<file path="src/rtl/score_counter_bcd.sv">
// -----------------------------------------------------------------------------
// score_counter_bcd
//
// Multi-digit BCD score counter for the game datapath. It counts increment
// requests from the game FSM, either wraps or saturates at the all-nines
// maximum, keeps a session high score, and drives active-low 7-segment
// patterns for the HEX displays, with optional leading-zero blanking.
//
// Parameters
//   DIGITS    number of BCD digits (1..6); max score is 10^DIGITS-1
//   WRAP      1: wrap to zero past max, 0: saturate at max
//   BLANK_LZ  1: blank leading zero digits (digit 0 is never blanked)
//
// Ports
//   clk         system clock, all state updates on the rising edge
//   reset       asynchronous, active-high; clears all state immediately
//   active      game running; low forces the score to zero
//   clear       synchronous clear of score, overflow and new_high
//   clear_high  synchronous clear of high_score
//   increment   add one to the score (counts once per cycle it is high)
//   score_bcd   registered score, digit 0 at bits [3:0]
//   display     active-low segments {g..a} per digit, digit 0 at bits [6:0]
//   overflow    registered one-cycle pulse per increment taken at max
//   high_score  registered best score since reset or clear_high
//   new_high    sticky: the current game has beaten the stored high score
// -----------------------------------------------------------------------------
module score_counter_bcd #(
  parameter int DIGITS   = 3,
  parameter bit WRAP     = 1'b1,
  parameter bit BLANK_LZ = 1'b1
) (
  input  logic                  clk,
  input  logic                  reset,
  input  logic                  active,
  input  logic                  clear,
  input  logic                  clear_high,
  input  logic                  increment,
  output logic [4*DIGITS-1:0]   score_bcd,
  output logic [7*DIGITS-1:0]   display,
  output logic                  overflow,
  output logic [4*DIGITS-1:0]   high_score,
  output logic                  new_high
);

  localparam int SCORE_W = 4 * DIGITS;

  localparam logic [6:0] SEG_BLANK = 7'b1111111;
  localparam logic [6:0] SEG_DASH  = 7'b0111111;

  // Active-low {g,f,e,d,c,b,a} pattern for one BCD digit. Non-BCD codes
  // cannot be produced by the counter; they show a dash so a corrupted
  // register is visible instead of showing a plausible digit.
  function automatic logic [6:0] seg_decode(input logic [3:0] digit);
    logic [6:0] seg;
    case (digit)
      4'd0:    seg = 7'b1000000;
      4'd1:    seg = 7'b1111001;
      4'd2:    seg = 7'b0100100;
      4'd3:    seg = 7'b0110000;
      4'd4:    seg = 7'b0011001;
      4'd5:    seg = 7'b0010010;
      4'd6:    seg = 7'b0000010;
      4'd7:    seg = 7'b1111000;
      4'd8:    seg = 7'b0000000;
      4'd9:    seg = 7'b0010000;
      default: seg = SEG_DASH;
    endcase
    return seg;
  endfunction

  // Unsigned BCD magnitude compare, most significant digit first. The first
  // digit position that differs decides the result.
  function automatic logic bcd_greater(input logic [SCORE_W-1:0] a,
                                       input logic [SCORE_W-1:0] b);
    logic gt;
    logic decided;
    gt      = 1'b0;
    decided = 1'b0;
    for (int k = DIGITS - 1; k >= 0; k--) begin
      if (!decided) begin
        if (a[4*k +: 4] > b[4*k +: 4]) begin
          gt      = 1'b1;
          decided = 1'b1;
        end else if (a[4*k +: 4] < b[4*k +: 4]) begin
          decided = 1'b1;
        end
      end
    end
    return gt;
  endfunction

  // ---------------------------------------------------------------------------
  // Ripple BCD +1 of the current score. carry[k] is high when every digit
  // below k is 9, i.e. digit k would step if an increment is taken. A carry
  // out of the top digit means the score is at its maximum; the incremented
  // value is then all zeros, which is exactly the wrap result.
  // ---------------------------------------------------------------------------
  logic [DIGITS:0]  carry;
  logic [SCORE_W-1:0] score_inc;
  logic             at_max;

  always_comb begin
    logic [3:0] digit;
    carry     = '0;
    carry[0]  = 1'b1;
    score_inc = score_bcd;
    digit     = 4'd0;
    for (int k = 0; k < DIGITS; k++) begin
      digit = score_bcd[4*k +: 4];
      if (carry[k]) begin
        if (digit == 4'd9) begin
          score_inc[4*k +: 4] = 4'd0;
          carry[k+1]          = 1'b1;
        end else begin
          score_inc[4*k +: 4] = digit + 4'd1;
        end
      end
    end
  end

  assign at_max = carry[DIGITS];

  // ---------------------------------------------------------------------------
  // Score and overflow register
  // ---------------------------------------------------------------------------
  always_ff @(posedge clk or posedge reset) begin
    if (reset) begin
      score_bcd <= '0;
      overflow  <= 1'b0;
    end else if (clear || !active) begin
      score_bcd <= '0;
      overflow  <= 1'b0;
    end else if (increment) begin
      // In saturate mode the score simply holds at max.
      if (WRAP || !at_max) begin
        score_bcd <= score_inc;
      end
      overflow <= at_max;
    end else begin
      overflow <= 1'b0;
    end
  end

  // ---------------------------------------------------------------------------
  // High-score register. The compare looks at the registered score, so the
  // high score trails the score by one cycle. A cycle with clear_high only
  // zeroes the register; the compare picks up again on the following cycle.
  // ---------------------------------------------------------------------------
  logic beats_high;
  logic capture;

  assign beats_high = bcd_greater(score_bcd, high_score);
  assign capture    = active && !clear && !clear_high && beats_high;

  always_ff @(posedge clk or posedge reset) begin
    if (reset) begin
      high_score <= '0;
    end else if (clear_high) begin
      high_score <= '0;
    end else if (capture) begin
      high_score <= score_bcd;
    end
  end

  always_ff @(posedge clk or posedge reset) begin
    if (reset) begin
      new_high <= 1'b0;
    end else if (clear || !active) begin
      new_high <= 1'b0;
    end else if (capture) begin
      new_high <= 1'b1;
    end
  end

  // ---------------------------------------------------------------------------
  // Display decode with leading-zero blanking. zero_from[k] is high when
  // digit k and every digit above it are zero; such digits above digit 0
  // are blanked so a score of 7 reads "  7" rather than "007".
  // ---------------------------------------------------------------------------
  logic [DIGITS:0] zero_from;

  always_comb begin
    logic [3:0] digit;
    logic       blank;
    zero_from         = '0;
    zero_from[DIGITS] = 1'b1;
    display           = '0;
    digit             = 4'd0;
    blank             = 1'b0;
    for (int k = DIGITS - 1; k >= 0; k--) begin
      digit        = score_bcd[4*k +: 4];
      zero_from[k] = zero_from[k+1] && (digit == 4'd0);
      blank        = BLANK_LZ && (k > 0) && zero_from[k];
      display[7*k +: 7] = blank ? SEG_BLANK : seg_decode(digit);
    end
  end

endmodule

</file>
<file path="config.mk">
export PLATFORM = sky130hd
export DESIGN_NAME = score_counter_bcd
export DESIGN_NICKNAME = d
export VERILOG_FILES = /design/src/rtl/score_counter_bcd.sv
export SDC_FILE = /design/constraint.sdc
export NUM_CORES = 1
export LEC_CHECK = 0
export CAP_MARGIN = 0
export CORE_ASPECT_RATIO = 0.6
export CORE_UTILIZATION = 41
export DETAILED_ROUTE_END_ITERATION = 8
export HOLD_SLACK_MARGIN = 0.15
export PLACE_DENSITY = 0.8
export SLEW_MARGIN = 15
export SYNTH_ARGS = -nofsm -noshare
export SYNTH_HDL_FRONTEND = slang
export SYNTH_SLANG_ARGS = --single-unit
export TNS_END_PERCENT = 50
</file>
<file path="constraint.sdc">
create_clock -name clk -period 2.7 [get_ports clk]
set_input_delay 0.27 -clock clk [delete_from_list [all_inputs] [get_ports clk]]
set_output_delay 0.27 -clock clk [all_outputs]
set_load 0.02 [all_outputs]
</file>
=== Word-level counts from Yosys, hierarchy flattened ===
Memories as Yosys holds them, arrays and structs flattened.
Cells that the tools add are included.

* Register bits after elaboration: 26
* Memory bits (read-only): 336
* Memories: 3
* Bits of input ports: 6
* Word-level logic and storage cells: 67
* Output and inout bits: 47

* $lt $le $gt $ge: 5
* Reductions and logical operators: 17
* Muxes and demuxes: 30
* Equal/unequal tests: 3
* $add $sub $neg: 3

{| class="wikitable"
|+ Memory list
! memory !! words !! bits a word !! rd ports !! clocked after memory_dff !! wr ports !! RTL line !! source
|-
| (no name shown) || 16 || 7 || 1 || 0 || 0 || 55 || <nowiki>case (digit)</nowiki>
|-
| (no name shown) || 16 || 7 || 1 || 0 || 0 || 55 ||
|-
| (no name shown) || 16 || 7 || 1 || 0 || 0 || 55 ||
|}

{| class="wikitable"
|+ Operator list
! kind !! number
|-
| $mux W12 || 4
|-
| $mux W4 || 5
|-
| $mux W1 || 19
|-
| $mux W7 || 2
|-
| $add A4 B1 Y4 const B || 3
|-
| $eq A4 B4 Y1 const B || 3
|-
| $gt A4 B4 Y1 || 3
|-
| $reduce_bool A2 Y1 || 5
|-
| $logic_not A4 Y1 || 2
|-
| $lt A4 B4 Y1 || 2
|-
| $logic_and A1 B1 Y1 || 4
|-
| $reduce_and A2 Y1 || 2
|-
| $logic_not A1 Y1 || 3
|-
| $logic_or A1 B1 Y1 || 1
|}

=== Longest topological paths before layout ===
Gate-level depths: netlist of run 1.

* Depth in word-level cells: 9
* Gate-level depth with buffers: 8
* Depth with buffers taken out: 7

=== Worst setup path before layout of run 1 ===
OpenSTA, ideal clock, no wires.

* Kind: register to register
* From: register score_bcd[8]
* To: register high_score[2]
* Clock period less this slack: 2.212 ns
* Path buffers: 1
* Required time: 2.575 ns
* Path slack: 0.488 ns
* Setup time: 0.125 ns
* Arrival time: 2.087 ns
* Cell stages (with the launch flop): 9
* Path through: dfrtp_1 > inv_1 > ha_1 > nand4_1 > a211oi_1 > a211oi_2 > o311ai_4 > buf_8 > mux2_4

* Cells in the longest elaborated chain, start to end: 8
* Elaborated cells on any way between the ends: 12
* Classes of those cells: order compare: 2; mux: 8; reduce/logical: 2

{| class="wikitable"
|+ RTL lines
! what !! RTL line !! source
|-
| from (decl) || 38 || <nowiki>output logic [4*DIGITS-1:0] score_bcd,</nowiki>
|-
| from (signal assigned) || 136 || <nowiki>score_bcd <= score_inc;</nowiki>
|-
| $gt A4 B4 Y1 or $lt A4 B4 Y1 (tied branches) || 81, 84 ||
|-
| $mux W1 (on tied branches) || 81, 84 ||
|-
| $mux W1 || 81 || <nowiki>if (a[4*k +: 4] > b[4*k +: 4]) begin</nowiki>
|-
| $mux W1 || 80 || <nowiki>if (!decided) begin</nowiki>
|-
| $mux W1 || 81 ||
|-
| $mux W1 (*) || 80 ||
|-
| $logic_and A1 B1 Y1 (*) || 153 || <nowiki>assign capture = active && !clear && !clear_high && beats_high;</nowiki>
|-
| $reduce_bool A2 Y1 (no line) (*) || n/a ||
|-
| to (signal assigned) || 161 || <nowiki>high_score <= score_bcd;</nowiki>
|-
| to (decl) || 41 || <nowiki>output logic [4*DIGITS-1:0] high_score,</nowiki>
|}

Mark *: on every way between the ends. The rest lies on a longest branch, timed or not.
A chain may end at the register's enable or synchronous reset.

=== Worst setup path after layout of run 1 ===
* From: register score_bcd[4]
* To: output port display[12]

* Cells in the longest elaborated chain, start to end: 3
* Elaborated cells on any way between the ends: 4
* Classes of those cells: mux: 1; reduce/logical: 2; memory: 1

{| class="wikitable"
|+ RTL lines
! what !! RTL line !! source
|-
| parallel branches: the longest is 2 deep, another holds $mem_v2 Z16 W7 || n/a ||
|-
| $mux W7 (*) || 194 || <nowiki>display[7*k +: 7] = blank ? SEG_BLANK : seg_decode(digit);</nowiki>
|-
| to (decl) || 39 || <nowiki>output logic [7*DIGITS-1:0] display,</nowiki>
|}

Mark *: on every way between the ends.

==> impl_results.md, run 1 <==
- Clk root buf: clkbuf_8
- Core area: between 0.004 and 0.005 sq mm
- Post-synthesis net count: between 200 and 300
- Post-synthesis sequential area ratio: 30.90%
- Worst setup margin: 174.5 ps
- Area leader, netlist: dfrtp_1
- Largest net degree at the start of global routing: 27
- Via-to-Cell Ratio: between 5 and 6
- DRT Wirelength: approximately 5400 um
- Worst R2R Start: score_bcd[1]$_DFFE_PP0P_
- Nets: 342
- Most common cell on crit path: nor2_1
- Die height: 57.51 um
- Antenna Nets Post-Route: 0
- Core Rows: 19
- Post-synth ARST share: 100.0%
- Initial antenna violation count: 0
- IO Port Bufs: 52
- CTS tree: built
- Final GP Congestion: 0.9259
- DR pass1 iterations: 4
- Most frequent cell after synthesis: ha_1
- CP bufs+invs: 2
- Mapped cell area: 0.002106 sq mm
- Area contributors post-synth: dfrtp_1 31%, ha_1 16%, a21oi_1 5.9%
- TritonCTS Buffers: 3
- First-pass GRT wire length: 8928 um
- Crit path max fanout: 5
- Worst-path clk slew: approximately 90 ps
- Worst hold-check path type: in2async
- Vias in the first global route: 1,801
- Worst EP required: 2430 ps
- # Post-CTS Setup Buffers: 0
- H-tree depth: 1
- CTS max path bufs: 2
- Synth top area share: 30.90%
- # IOs: 53
- Starting Density: 44.29%
- Grt ovf: 0
- Residual DRC count: 0
- Cell chain of the critical path: inv_1, ha_1, and4bb_2, nor2_1, a21oi_1, nor2_1, nor2_1, clkdlybuf4s50_1
- Flops & latches, synth: 26
- Setup TNS: 0 ps
- Post-layout util: 59.37%
- Clock Skew: about 1.4 ps
- Detailed Place HPWL: 4156 um
- Cells after Synth: between 200 and 250
- CP endpoint kind: output pin
- Clock Latency Late Sink: 270 ps
- Drt first-iter violations: 164
- Slew headroom: 58.05%
- Max incr delay on CP: 600 ps
- Peak VDD IR: 0.0002266 V
- DR WL/cell: 14.50 um
- Highest Clock Rate: 396.0 MHz
- Static leakage: 1.275 nW
- Syn_area_per_cell: 8.525 sq um
- Flop2flop setup slack: between 400 and 500 ps
- Synth Flop Type: dfrtp_1
- Post-Place Setup Slack: 433.2 ps
- Slew @ Worst Pin: 627.8 ps
- R2r worst-path depth: 7
- Synth top cells by count: 27 x ha_1, 26 x dfrtp_1, 26 x nor2_1
- Status: finished clean
- # fillers: 407
- Worst reg2reg path endpoint: high_score[4]$_DFFE_PP0P_
- CTS sink count: 26
- P&R area growth vs syn: 34.05%
- Crit path arrival time: 2260 ps
- Max-slew violations: 0
- DIE WIDTH: around 95 um
- Post-synth EDFFs: 0
- Yosys cell types: 42
- GRT Total Usage: a little over a fifth
- CP startpoint kind: flip-flop
- WS Path Type: reg2out
- Max-Cap Viols: 0
- DR vias: 1,959
- Fraction of layout cells with a size suffix above 1: 10.71%
- ANT cells: 0
- Synth Warn #: 0
- Slowest CP cell: clkdlybuf4s50_1
- P per Cell Area: 364.5 mW/mm^2
- Inst Count DP: 367
- Final hold violation count: 0
- Layout Cells excl Fill: 371
- Crit path time final: between 2000 and 3000 ps
- Crit-path leading delay family: buffers and inverters
- Power Total: slightly above 1 mW
- Final setup violation count: 0
- Die Footprint: 0.005436 sq mm
- Period utilisation layout: 93.54%
- RSZ-0062 raised after global routing: false
## final cells by class
class	instances	area (sq um)	area share (%)
Timing Repair Buffer	67	640.6	22.69
Clock buffer	4	55.05	1.950
Multi-Input combinational cell	189	1315	46.59
Sequential cell	26	650.6	23.05
Inverter	22	82.58	2.926
Tap cell	63	78.83	2.793
## worst max-delay path by stage
stage	from	to	slack (ps)	cells past startpoint
global route	score_bcd[4]$_DFFE_PP0P_	display[12]	40	8
global placement	score_bcd[8]$_DFFE_PP0P_	display[10]	490	7
detailed placement	score_bcd[4]$_DFFE_PP0P_	display[11]	430	8
floorplan	score_bcd[8]$_DFFE_PP0P_	high_score[2]$_DFFE_PP0P_	490	8
finish	score_bcd[4]$_DFFE_PP0P_	display[12]	170	8
CTS	score_bcd[4]$_DFFE_PP0P_	display[11]	120	8
## per-stage QoR
step	hold WS [ps]	area, sq um
after CTS	371.4	2815
after detailed placement	494.0	2760
after global routing	409.9	2823
after global placement	496.0	2760
after floorplan	310.0	2106
final	351.7	2823
## worst reg2reg max path, cell delays in order, from the launching register on
cell	delay (ps)
dfrtp_1	450
ha_1	330
nor2b_1	140
o211ai_1	150
a21oi_1	120
o311ai_4	550
buf_4	270
mux2i_1	200
## cells in the final DEF (no fill, tap or decap), types with 2 or more instances in the layout
cell type	Yosys	final
o21ai_0	15	15
o211ai_1	2	2
nand3_1	6	6
and3b_1	2	2
mux2i_1	9	9
a211oi_1	3	3
nor2b_1	3	3
nor3_1	6	6
nand4_1	2	2
nor2_1	26	26
a31oi_1	2	2
nand2b_1	14	14
clkdlybuf4s50_1	0	49
o31ai_1	2	2
nand2_1	19	19
ha_1	27	27
nand3b_1	2	2
clkbuf_8	0	4
a21oi_1	25	25
dlymetal6s2s_1	0	3
inv_1	22	22
mux2_4	2	2
or3_1	2	2
buf_4	0	15
mux2_2	4	4
dfrtp_1	26	26
## timing repair
action | CTS | global route
endpoints found under the hold margin | 0 | 0
gates resized for setup | 0 | 3
hold buffers | 0 | 0
endpoints found under the setup margin | 0 | 3
## state kept, by name (all words and copies together) (netlist names)
name and cells:
high_score 12, new_high 1, overflow 1, score_bcd 12
## layer usage
layer  track usage (%)  up-vias  share of wire (%)
met5                 0        -                  0
met4             1.299        0               0.26
met3             5.467        2                6.7
met2             28.78       80                 40
met1             33.89      909                 53
li1                  -      968                  -
## cell families (layout without fill, tap and decap cells)
logic type,Yosys count,after routing,synth area share (%)
and+or+nand+nor,90,90,21.93
muxes,15,15,7.843
buffers and inverters,32,93,6.655
adders and majority gates,27,27,16.04
DFF,26,26,30.90
AOI/OAI and AO/OA,57,57,16.64
## power by group
part | switching, mW | internal (mW) | total (mW)
clock | 0.128 | 0.131 | 0.258
combinational | 0.202 | 0.164 | 0.366
sequential | 0.00715 | 0.398 | 0.405
total | 0.337 | 0.692 | 1.03
Note: power is estimated with default switching activity, not from simulation.
==> inputs of run 2 (changes only) <==
- CAP_MARGIN: 0 -> 20
==> results of run 2 <==
Same layout as run 1: the final DEF is identical, and so are final timing and power.
